**config.mk**
```make
export PLATFORM = sky130hd
export DESIGN_NAME = adc_sar_fsm_flat
export DESIGN_NICKNAME = d
export VERILOG_FILES = /design/src/rtl/adc_sar_fsm_if.sv /design/src/rtl/adc_sar_fsm.sv /design/src/flat_wrapper.sv
export SDC_FILE = /design/constraint.sdc
export NUM_CORES = 1
export LEC_CHECK = 0
export CAP_MARGIN = 20
export CORE_MARGIN = 2
export CORE_UTILIZATION = 45
export CTS_CLUSTER_SIZE = 40
export DETAILED_ROUTE_END_ITERATION = 10
export PLACE_DENSITY_LB_ADDON = 0.1
export SYNTH_ARGS = -nofsm -noshare
export SYNTH_HDL_FRONTEND = slang
export SYNTH_SLANG_ARGS = --single-unit
```
**constraint.sdc**
```tcl
create_clock -name clk -period 5.3 [get_ports clk]
set_input_delay 1.06 -clock clk [delete_from_list [all_inputs] [get_ports clk]]
set_output_delay 1.06 -clock clk [all_outputs]
set_load 0.02 [all_outputs]
```
**src/rtl/adc_sar_fsm_if.sv**
```systemverilog
// Signal bundle between the SAR control FSM and its start/comparator/DAC neighbours.
// master drives the request and the comparator decision; slave is the FSM itself.
interface adc_sar_fsm_if;
  logic        start_conv_in;
  logic        comp_in;
  logic [11:0] data_out;
  logic        sample_out;
  logic        comp_trig_out;
  logic [11:0] result_out;
  logic        conv_finished_out;
  logic        busy_out;

  modport master (
    output start_conv_in,
    output comp_in,
    input  data_out,
    input  sample_out,
    input  comp_trig_out,
    input  result_out,
    input  conv_finished_out,
    input  busy_out
  );

  modport slave (
    input  start_conv_in,
    input  comp_in,
    output data_out,
    output sample_out,
    output comp_trig_out,
    output result_out,
    output conv_finished_out,
    output busy_out
  );
endinterface

```
**src/rtl/adc_sar_fsm.sv**
```systemverilog
// Successive-approximation control FSM for the 12-bit capacitive SAR ADC.
// Resolves one bit per SETTLE_CYCLES+2 cycles, MSB first; start is only honoured in IDLE.
module adc_sar_fsm #(
  parameter int SAMPLE_CYCLES = 2,
  parameter int SETTLE_CYCLES = 1
) (
  input  logic         clk,
  input  logic         rst,
  adc_sar_fsm_if.slave bus
);

  typedef enum logic [2:0] {
    IDLE,
    SAMPLE,
    SETTLE,
    COMPARE,
    LATCH,
    DONE
  } state_t;

  localparam logic [7:0] SAMPLE_LAST = 8'(SAMPLE_CYCLES - 1);
  localparam logic [7:0] SETTLE_LAST = 8'(SETTLE_CYCLES - 1);
  // With no settling time each bit step starts straight at the comparator strobe.
  localparam state_t STEP_FIRST = (SETTLE_CYCLES == 0) ? COMPARE : SETTLE;

  state_t      state_q, state_d;
  logic [7:0]  cnt_q, cnt_d;
  logic [3:0]  k_q, k_d;
  logic [11:0] sar_q, sar_d;
  logic [11:0] res_q, res_d;

  always_ff @(posedge clk or posedge rst) begin
    if (rst) begin
      state_q <= IDLE;
      cnt_q   <= '0;
      k_q     <= '0;
      sar_q   <= '0;
      res_q   <= '0;
    end else begin
      state_q <= state_d;
      cnt_q   <= cnt_d;
      k_q     <= k_d;
      sar_q   <= sar_d;
      res_q   <= res_d;
    end
  end

  always_comb begin
    state_d = state_q;
    cnt_d   = cnt_q;
    k_d     = k_q;
    sar_d   = sar_q;
    res_d   = res_q;
    unique case (state_q)
      IDLE: begin
        if (bus.start_conv_in) begin
          state_d = SAMPLE;
          sar_d   = 12'h800;
          k_d     = 4'd11;
          cnt_d   = '0;
        end
      end
      SAMPLE: begin
        if (cnt_q == SAMPLE_LAST) begin
          cnt_d   = '0;
          state_d = STEP_FIRST;
        end else begin
          cnt_d = cnt_q + 8'd1;
        end
      end
      SETTLE: begin
        if (cnt_q == SETTLE_LAST) begin
          cnt_d   = '0;
          state_d = COMPARE;
        end else begin
          cnt_d = cnt_q + 8'd1;
        end
      end
      COMPARE: state_d = LATCH;
      LATCH: begin
        sar_d[k_q] = bus.comp_in;
        if (k_q != 4'd0) begin
          sar_d[k_q - 4'd1] = 1'b1;
          k_d               = k_q - 4'd1;
          state_d           = STEP_FIRST;
        end else begin
          // Result is captured on the DONE-entry edge so it is valid with the pulse.
          res_d   = sar_d;
          state_d = DONE;
        end
      end
      DONE:    state_d = IDLE;
      default: state_d = IDLE;
    endcase
  end

  assign bus.data_out          = sar_q;
  assign bus.result_out        = res_q;
  assign bus.sample_out        = (state_q == SAMPLE);
  assign bus.comp_trig_out     = (state_q == COMPARE);
  assign bus.conv_finished_out = (state_q == DONE);
  assign bus.busy_out          = (state_q != IDLE);

endmodule

```
**src/flat_wrapper.sv**
```systemverilog
// flat-port wrapper written by rule: the top's interface ports become plain ports
module adc_sar_fsm_flat 
#(
  parameter int SAMPLE_CYCLES = 2,
  parameter int SETTLE_CYCLES = 1
)
  (clk, rst, bus_start_conv_in, bus_comp_in, bus_data_out, bus_sample_out, bus_comp_trig_out, bus_result_out, bus_conv_finished_out, bus_busy_out);
  adc_sar_fsm_if bus_i ();
  input  logic clk;
  input  logic rst;
  input wire logic [$bits(bus_i.start_conv_in)-1:0] bus_start_conv_in;
  input wire logic [$bits(bus_i.comp_in)-1:0] bus_comp_in;
  output wire logic [$bits(bus_i.data_out)-1:0] bus_data_out;
  output wire logic [$bits(bus_i.sample_out)-1:0] bus_sample_out;
  output wire logic [$bits(bus_i.comp_trig_out)-1:0] bus_comp_trig_out;
  output wire logic [$bits(bus_i.result_out)-1:0] bus_result_out;
  output wire logic [$bits(bus_i.conv_finished_out)-1:0] bus_conv_finished_out;
  output wire logic [$bits(bus_i.busy_out)-1:0] bus_busy_out;
  assign bus_i.start_conv_in = bus_start_conv_in;
  assign bus_i.comp_in = bus_comp_in;
  assign bus_data_out = bus_i.data_out;
  assign bus_sample_out = bus_i.sample_out;
  assign bus_comp_trig_out = bus_i.comp_trig_out;
  assign bus_result_out = bus_i.result_out;
  assign bus_conv_finished_out = bus_i.conv_finished_out;
  assign bus_busy_out = bus_i.busy_out;
  adc_sar_fsm #(.SAMPLE_CYCLES(SAMPLE_CYCLES), .SETTLE_CYCLES(SETTLE_CYCLES)) u_core (.clk(clk), .rst(rst), .bus(bus_i));
endmodule
```
==> impl_summary.txt, run 1 <==
----------------------------------------------------
[Die]
  Site row count ... 26
  Standard cell core area ... approximately 5000 um2
  Vert. Die Dim ... 76.0 um
  Overall die area ... ~5800 um2
  Count of boundary I/O pins ... 32
  Die Width ... 76.0 um
  Initial Utilization ... around 46%

[Timing]
  Final setup vio count ... 0
  Highest achievable clock rate ... ~0.34 GHz
  Setup repair after global routing missed its margin ... false
  Worst path setup slack after routing ... 2.39 ns
  Final critical path time including I/O delays and setup ... slightly below 3 ns
  Endpoints failing hold ... 0
  Normalized max-slew margin ... between 20% and 30%
  Slew at the pin with the worst max-slew slack ... 1.07 ns
  Setup tns final ... 0 ns
  Final setup skew ... 0.00432 ns
  Final Cycle Share ... 54.8%
  Final Max Slew Viols ... 0
  Worst hold margin ... around 0.52 ns

[Synthesis]
  Sequential fraction of the synthesis area ... 41.8%
  Count of flip-flops with a built-in enable after synthesis ... 0
  Synth Cell Area ... ~2300 um2
  Yosys warnings ... 0
  Post-synth top flop ... sky130_fd_sc_hd__dfrtp_1
  Synth Net Count ... roughly 280
  Share of flip-flops with an asynchronous set or reset after synthesis ... 100%
  Number of synthesized register bits ... 39
  Synth cell types ... 43
  Syn Inst Count ... 269
  Mean cell area of the mapped netlist ... 8.67 um2

[Global routing]
  First-pass GRT wire length ... 9.50 mm
  Vias in the first global route ... between 1500 and 2000
  Maximum number of pins on one net before global-route repair ... 40
  Antenna violations before repair ... 0
  Global-route congestion overflow total ... 0
  Global Route Usage Sum ... roughly 20%

[Clock network]
  Worst skew pair latency ... about 0.30 ns
  # resized after CTS ... 0
  Hold-fix buffers at CTS ... 0
  TritonCTS clock tree ... done
  Clock sink count ... 39
  Clock slew at the register clock pins of the worst setup and hold paths ... 0.08 ns
  Inserted Clock Buffers ... 5
  Post-CTS setup-driven buffer insertion count ... 0
  Largest buffer count on any clock path ... 2
  H-tree levels ... 2
  Root buffer selected by CTS ... sky130_fd_sc_hd__clkbuf_8

[Power and ir drop]
  Comb power frac ... roughly two fifths
  Share of total power consumed by net switching ... between 30% and 40%
  Clk network pwr share ... approximately a quarter
  Overall power after layout ... between 1 and 1.5 mW
  Leakage dissipation ... 1.14 nW
  Power density normalized to cell area ... 374 nW/um2
  Power Internal ... between 600 and 700 uW
  Sequential cell fraction of total power ... a little under two fifths
  Worst IR Drop VDD ... between 0.0002 and 0.0003 V
  Net switching component of the power ... about 410 uW

[Run]
  Max-cap violations ... 0

[Drt]
  Number of search-and-repair iterations in the first detailed-routing pass ... 4
  Mean number of vias per cell ... between 5 and 6
  Post-detailed-routing wire length ... between 5 and 6 mm
  Starting DRT DRC Count ... just under 200
  Post-route antenna net violation count ... 0
  Routed wire length per instance ... roughly 15 um
  Routed via count ... ~2000
  Number of design rule violations left after detail routing ... 0

[Final layout]
  Fin nets ... about 310
  Count of fill cells added during filler insertion ... 488
  Share of post-route cells with drive strength above 1 ... 6.16%
  Layout Area Growth over Synthesis ... 19.0%
  Final core area utilization ... between 50 and 60%
  Antenna cells ... 0

[Hold path]
  Class of the tightest hold or removal check ... register to register

[Run status]
  Run status ... finished, final reports clean

[Critical path]
  Kind of end point of the critical path ... output pin
  Arrival time at the worst endpoint ... between 1.5 and 2 ns
  Max FO, Critical Path ... 14
  Critical Path Source Type ... register
  Required @ worst endpoint ... approximately 4.2 ns
  Kind of critical path ... register to output pin

[Placed design]
  Post-Place Worst Slack ... between 2 and 2.5 ns
  # port buffers ... 31
  HPWL after detailed placement ... 3.85 mm
  Global placement routability congestion ... between 0.8 and 0.9

----------------------------------------------------
## final timing paths
kind	depth (start not counted)	startpoint	slack [ns]	to
max in group asynchronous	3	rst	3.77	u_core.bus.data_out[5]$_DFFE_PP0P_
min in group asynchronous	3	rst	1.18	u_core.bus.result_out[3]$_DFFE_PP0P_
worst max register to register	5	u_core.k_q[0]$_DFFE_PP0P_	2.42	u_core.bus.result_out[4]$_DFFE_PP0P_
worst min register to register	1	u_core.bus.result_out[4]$_DFFE_PP0P_	0.52	u_core.bus.result_out[4]$_DFFE_PP0P_
worst max-delay path	3	u_core.state_q[2]$_DFFE_PP0P_	2.39	bus_conv_finished_out
worst min-delay path	1	u_core.bus.result_out[4]$_DFFE_PP0P_	0.52	u_core.bus.result_out[4]$_DFFE_PP0P_
## synthesized netlist by cell type (all sizes together), types with 4 or more instances
master,instances,area [um2]
a21oi,24,124
a31oi,6,37.5
buf,6,32.5
clkbuf,11,41.3
dfrtp,39,976
ha,10,125
inv,13,48.8
mux2i,10,100
nand2,35,131
nand3,8,40.0
nand4,5,31.3
nor2,28,110
o211ai,12,90.1
o21ai,23,115
or3,4,25.0
## layout by cell type, fill, tap and decap left out, types with 2 or more instances in the layout
| cell type | Yosys | final |
|---|---|---|
| sky130_fd_sc_hd__clkbuf_8 | 0 | 5 |
| sky130_fd_sc_hd__o21ai_0 | 14 | 14 |
| sky130_fd_sc_hd__clkdlybuf4s50_1 | 0 | 31 |
| sky130_fd_sc_hd__o211ai_1 | 12 | 12 |
| sky130_fd_sc_hd__or2_1 | 2 | 2 |
| sky130_fd_sc_hd__inv_1 | 12 | 12 |
| sky130_fd_sc_hd__nor2_1 | 26 | 26 |
| sky130_fd_sc_hd__nand4_1 | 5 | 5 |
| sky130_fd_sc_hd__mux2_2 | 3 | 3 |
| sky130_fd_sc_hd__o2111ai_1 | 2 | 2 |
| sky130_fd_sc_hd__o221ai_1 | 2 | 2 |
| sky130_fd_sc_hd__nand3_1 | 8 | 8 |
| sky130_fd_sc_hd__or3_1 | 4 | 4 |
| sky130_fd_sc_hd__ha_1 | 10 | 10 |
| sky130_fd_sc_hd__o22ai_1 | 3 | 3 |
| sky130_fd_sc_hd__a22oi_1 | 2 | 2 |
| sky130_fd_sc_hd__a21oi_1 | 23 | 23 |
| sky130_fd_sc_hd__a31oi_1 | 6 | 6 |
| sky130_fd_sc_hd__nor2b_1 | 2 | 2 |
| sky130_fd_sc_hd__nand2_1 | 35 | 35 |
| sky130_fd_sc_hd__a2bb2oi_1 | 3 | 3 |
| sky130_fd_sc_hd__mux2i_1 | 10 | 10 |
| sky130_fd_sc_hd__dfrtp_1 | 39 | 39 |
| sky130_fd_sc_hd__or3b_1 | 2 | 2 |
| sky130_fd_sc_hd__nor2_2 | 2 | 2 |
| sky130_fd_sc_hd__o21ai_1 | 9 | 9 |
## state kept, by name, summed over array words and instances (netlist names)
name and cells:
u_core.bus.data_out 12, u_core.cnt_q 8, u_core.k_q 4, u_core.state_q 3, u_core.bus.result_out 12
## per-stage QoR
| step | instance area (um2) | cells |
|---|---|---|
| floorplan | 2330 | 269 |
| global placement | 2660 | 354 |
| detailed placement | 2660 | 354 |
| CTS | 2780 | 362 |
| global route | 2780 | 362 |
| finish | 2780 | 362 |
## metal layers
layer,vias to the layer above,track usage [%],share of wire [%]
li1,1015,-,-
met1,953,26.0,46
met2,43,34.7,49
met3,7,4.03,3.2
met4,0,8.00,1.7
met5,-,0,0
## power by group through the flow
stage / logic, mW / clock network, mW / registers, mW
after detailed placement: 0.401 / 0 / 0.395
after floorplan: 0.279 / 0 / 0.387
final: 0.400 / 0.250 / 0.388
after global routing: 0.443 / 0.275 / 0.398
after global placement: 0.396 / 0 / 0.394
after CTS: 0.404 / 0.256 / 0.388
## critical path, stage by stage (launching register included)
cell,delay [ns]
sky130_fd_sc_hd__dfrtp_1,0.61
sky130_fd_sc_hd__inv_2,0.20
sky130_fd_sc_hd__nor2_1,0.14
sky130_fd_sc_hd__clkdlybuf4s50_1,0.60
## kinds of logic after synthesis
family / after synthesis / synth area share (%)
compound gates: 85 / 23.0
xor+xnor: 1 / 0.376
fa+ha+maj: 10 / 5.36
buf+inv: 30 / 5.26
flops: 39 / 41.8
mux: 13 / 5.74
simple gates: 91 / 18.4
## final cells by class
cell class / count / area (um2) / area share (%)
multi-input cells: 200 / 1230 / 44.4
flip-flops and latches: 39 / 976 / 35.2
repair buffers: 32 / 318 / 11.4
well taps: 70 / 87.6 / 3.15
clock buffers: 5 / 68.8 / 2.48
inverters: 13 / 48.8 / 1.76
clock inverters: 3 / 43.8 / 1.58
Note: power is estimated with default switching activity, not from simulation.
==> inputs of run 2 (changes only) <==
clock period = 2.5 ns   (was 5.3 ns; I/O delays follow)
==> impl_summary.txt, run 2 (synthesized netlist as in run 1, its figures left out) <==
----------------------------------------------------
[Die]
  Initial Utilization ... 46.3%
  Vert. Die Dim ... 76.0 um
  Site row count ... 26
  Standard cell core area ... 5040 um2
  Overall die area ... roughly 5800 um2
  Die Width ... 76.0 um
  Count of boundary I/O pins ... 32

[Timing]
  Setup repair after global routing missed its margin ... false
  Worst hold margin ... approximately 0.52 ns
  Highest achievable clock rate ... ~0.43 GHz
  Final setup vio count ... 0
  Worst path setup slack after routing ... between 0.15 and 0.2 ns
  Final Max Slew Viols ... 0
  Normalized max-slew margin ... approximately three fifths
  Endpoints failing hold ... 0
  Final setup skew ... 0.00334 ns
  Setup tns final ... 0 ns
  Final Cycle Share ... between 90% and 100%
  Final critical path time including I/O delays and setup ... approximately 2.3 ns
  Slew at the pin with the worst max-slew slack ... slightly above 0.6 ns

[Drt]
  Routed wire length per instance ... around 15 um
  Starting DRT DRC Count ... 132
  Number of search-and-repair iterations in the first detailed-routing pass ... 4
  Post-route antenna net violation count ... 0
  Mean number of vias per cell ... roughly 5.4
  Routed via count ... 2014
  Number of design rule violations left after detail routing ... 0
  Post-detailed-routing wire length ... 5.54 mm

[Hold path]
  Launch instance of the worst min-delay path ... u_core.bus.data_out[2]$_DFFE_PP0P_
  Class of the tightest hold or removal check ... register to register
  Cell depth of the worst hold path ... 2
  Endpoint of the worst hold-timing path ... u_core.bus.data_out[2]$_DFFE_PP0P_

[Clock network]
  TritonCTS clock tree ... done
  # resized after CTS ... 0
  Clock sink count ... 39
  Inserted Clock Buffers ... 5
  Post-CTS setup-driven buffer insertion count ... 0
  Clock slew at the register clock pins of the worst setup and hold paths ... roughly 0.080 ns
  Hold-fix buffers at CTS ... 0
  Worst skew pair latency ... between 0.2 and 0.3 ns
  H-tree levels ... 2
  Root buffer selected by CTS ... sky130_fd_sc_hd__clkbuf_8
  Largest buffer count on any clock path ... 2

[Power and ir drop]
  Sequential cell fraction of total power ... 38.8%
  Net switching component of the power ... around 880 uW
  Comb power frac ... roughly 40%
  Share of total power consumed by net switching ... 41.6%
  Power Internal ... ~1.2 mW
  Leakage dissipation ... 1.16 nW
  Clk network pwr share ... 20.3%
  Worst IR Drop VDD ... around 0.00055 V
  Power density normalized to cell area ... approximately 760 nW/um2

[Critical path]
  Top Family by Delay on Critical Path ... buffers and inverters
  Kind of end point of the critical path ... output pin
  Required @ worst endpoint ... ~2.0 ns
  Launch instance of the worst register-to-register path ... u_core.state_q[2]$_DFFE_PP0P_
  Depth of the worst register-to-register path ... 5
  Cell with the biggest individual delay on the critical path ... sky130_fd_sc_hd__clkdlybuf4s50_1
  Kind of critical path ... register to output pin
  Max FO, Critical Path ... 14
  Highest cell delay on the worst timing path ... 0.61 ns
  Arrival time at the worst endpoint ... 1.81 ns
  Worst R2R End ... u_core.bus.data_out[6]$_DFFE_PP0P_
  Cell-by-cell trace of the critical path ... inv_2, nor2_1, clkdlybuf4s50_1
  Bufs and invs on worst path ... 2
  Slack of the worst reg-to-reg path ... between 0.4 and 0.5 ns
  Critical Path Source Type ... register

[Final layout]
  Fin nets ... between 300 and 400
  Most common library cell in the layout ignoring fill and taps ... sky130_fd_sc_hd__dfrtp_1
  Antenna cells ... 0
  Most used cells in the layout excluding fill and tap cells ... 39 x sky130_fd_sc_hd__dfrtp_1, 35 x sky130_fd_sc_hd__nand2_1, 31 x sky130_fd_sc_hd__clkdlybuf4s50_1, 26 x sky130_fd_sc_hd__nor2_1, 23 x sky130_fd_sc_hd__a21oi_1
  Share of post-route cells with drive strength above 1 ... under 10%
  Layout Area Growth over Synthesis ... 20.6%

[Global routing]
  Global Route Usage Sum ... about 21%
  First-pass GRT wire length ... 9.56 mm
  Maximum number of pins on one net before global-route repair ... 40
  Global-route congestion overflow total ... 0
  Vias in the first global route ... slightly below 2000
  Antenna violations before repair ... 0

[Placed design]
  # port buffers ... 31
  Post-Place Worst Slack ... between 0.5 and 0.6 ns
  Global placement routability congestion ... about 0.84
  HPWL after detailed placement ... between 3 and 4 mm

[Run status]
  Run status ... finished, final reports clean

[Run]
  Max-cap violations ... 0

----------------------------------------------------
## run 2: power by group through the flow
| stage | Combinational, mW | Sequential (mW) | Clock [mW] |
|---|---|---|---|
| global placement | 0.866 | 0.834 | 0 |
| detailed placement | 0.865 | 0.838 | 0 |
| floorplan | 0.591 | 0.819 | 0 |
| CTS | 0.869 | 0.825 | 0.444 |
| finish | 0.868 | 0.824 | 0.432 |
| global route | 0.962 | 0.842 | 0.480 |
## run 2: routing by layer
| layer | vias to the layer above | global-route usage (%) | part of all wire (%) |
|---|---|---|---|
| met5 | - | 0 | 0 |
| met3 | 8 | 2.61 | 3.0 |
| met4 | 0 | 9.09 | 1.6 |
| met2 | 37 | 34.7 | 49 |
| li1 | 1023 | - | - |
| met1 | 946 | 26.5 | 47 |
## run 2: per-stage QoR
stage | utilization (%) | cell area [um2] | std cells | total power [mW]
floorplan | - | 2330 | 269 | 1.41
CTS | 55.8 | 2810 | 370 | 2.14
finish | 55.8 | 2810 | 370 | 2.12
detailed placement | 54.0 | 2720 | 362 | 1.70
global route | 55.8 | 2810 | 370 | 2.28
global placement | 54.0 | 2720 | 362 | 1.70
## run 2: final cells by class
class | count | area, um2
inverters | 13 | 48.8
multi-input cells | 200 | 1230
flip-flops and latches | 39 | 976
well taps | 70 | 87.6
repair buffers | 40 | 378
fillers | 486 | 2230
clock buffers | 5 | 68.8
clock inverters | 3 | 20.0
## run 2: worst max path at each step
stage | start | end | slack [ns] | cells past startpoint
2_1_floorplan | u_core.k_q[0]$_DFFE_PP0P_ | u_core.bus.result_out[4]$_DFFE_PP0P_ | 0.58 | 6
3_3_place_gp | u_core.state_q[0]$_DFFE_PP0P_ | bus_busy_out | 0.54 | 3
3_5_place_dp | u_core.state_q[2]$_DFFE_PP0P_ | u_core.bus.data_out[6]$_DFFE_PP0P_ | 0.51 | 5
4_1_cts | u_core.state_q[2]$_DFFE_PP0P_ | bus_conv_finished_out | 0.19 | 3
5_1_grt | u_core.state_q[2]$_DFFE_PP0P_ | bus_conv_finished_out | 0.11 | 3
6_report | u_core.state_q[2]$_DFFE_PP0P_ | bus_conv_finished_out | 0.19 | 3
## run 2: worst min-delay path: stages (launching register included)
cell and delay (ns):
sky130_fd_sc_hd__dfrtp_1 0.37, sky130_fd_sc_hd__nand2_1 0.06, sky130_fd_sc_hd__o221ai_1 0.06
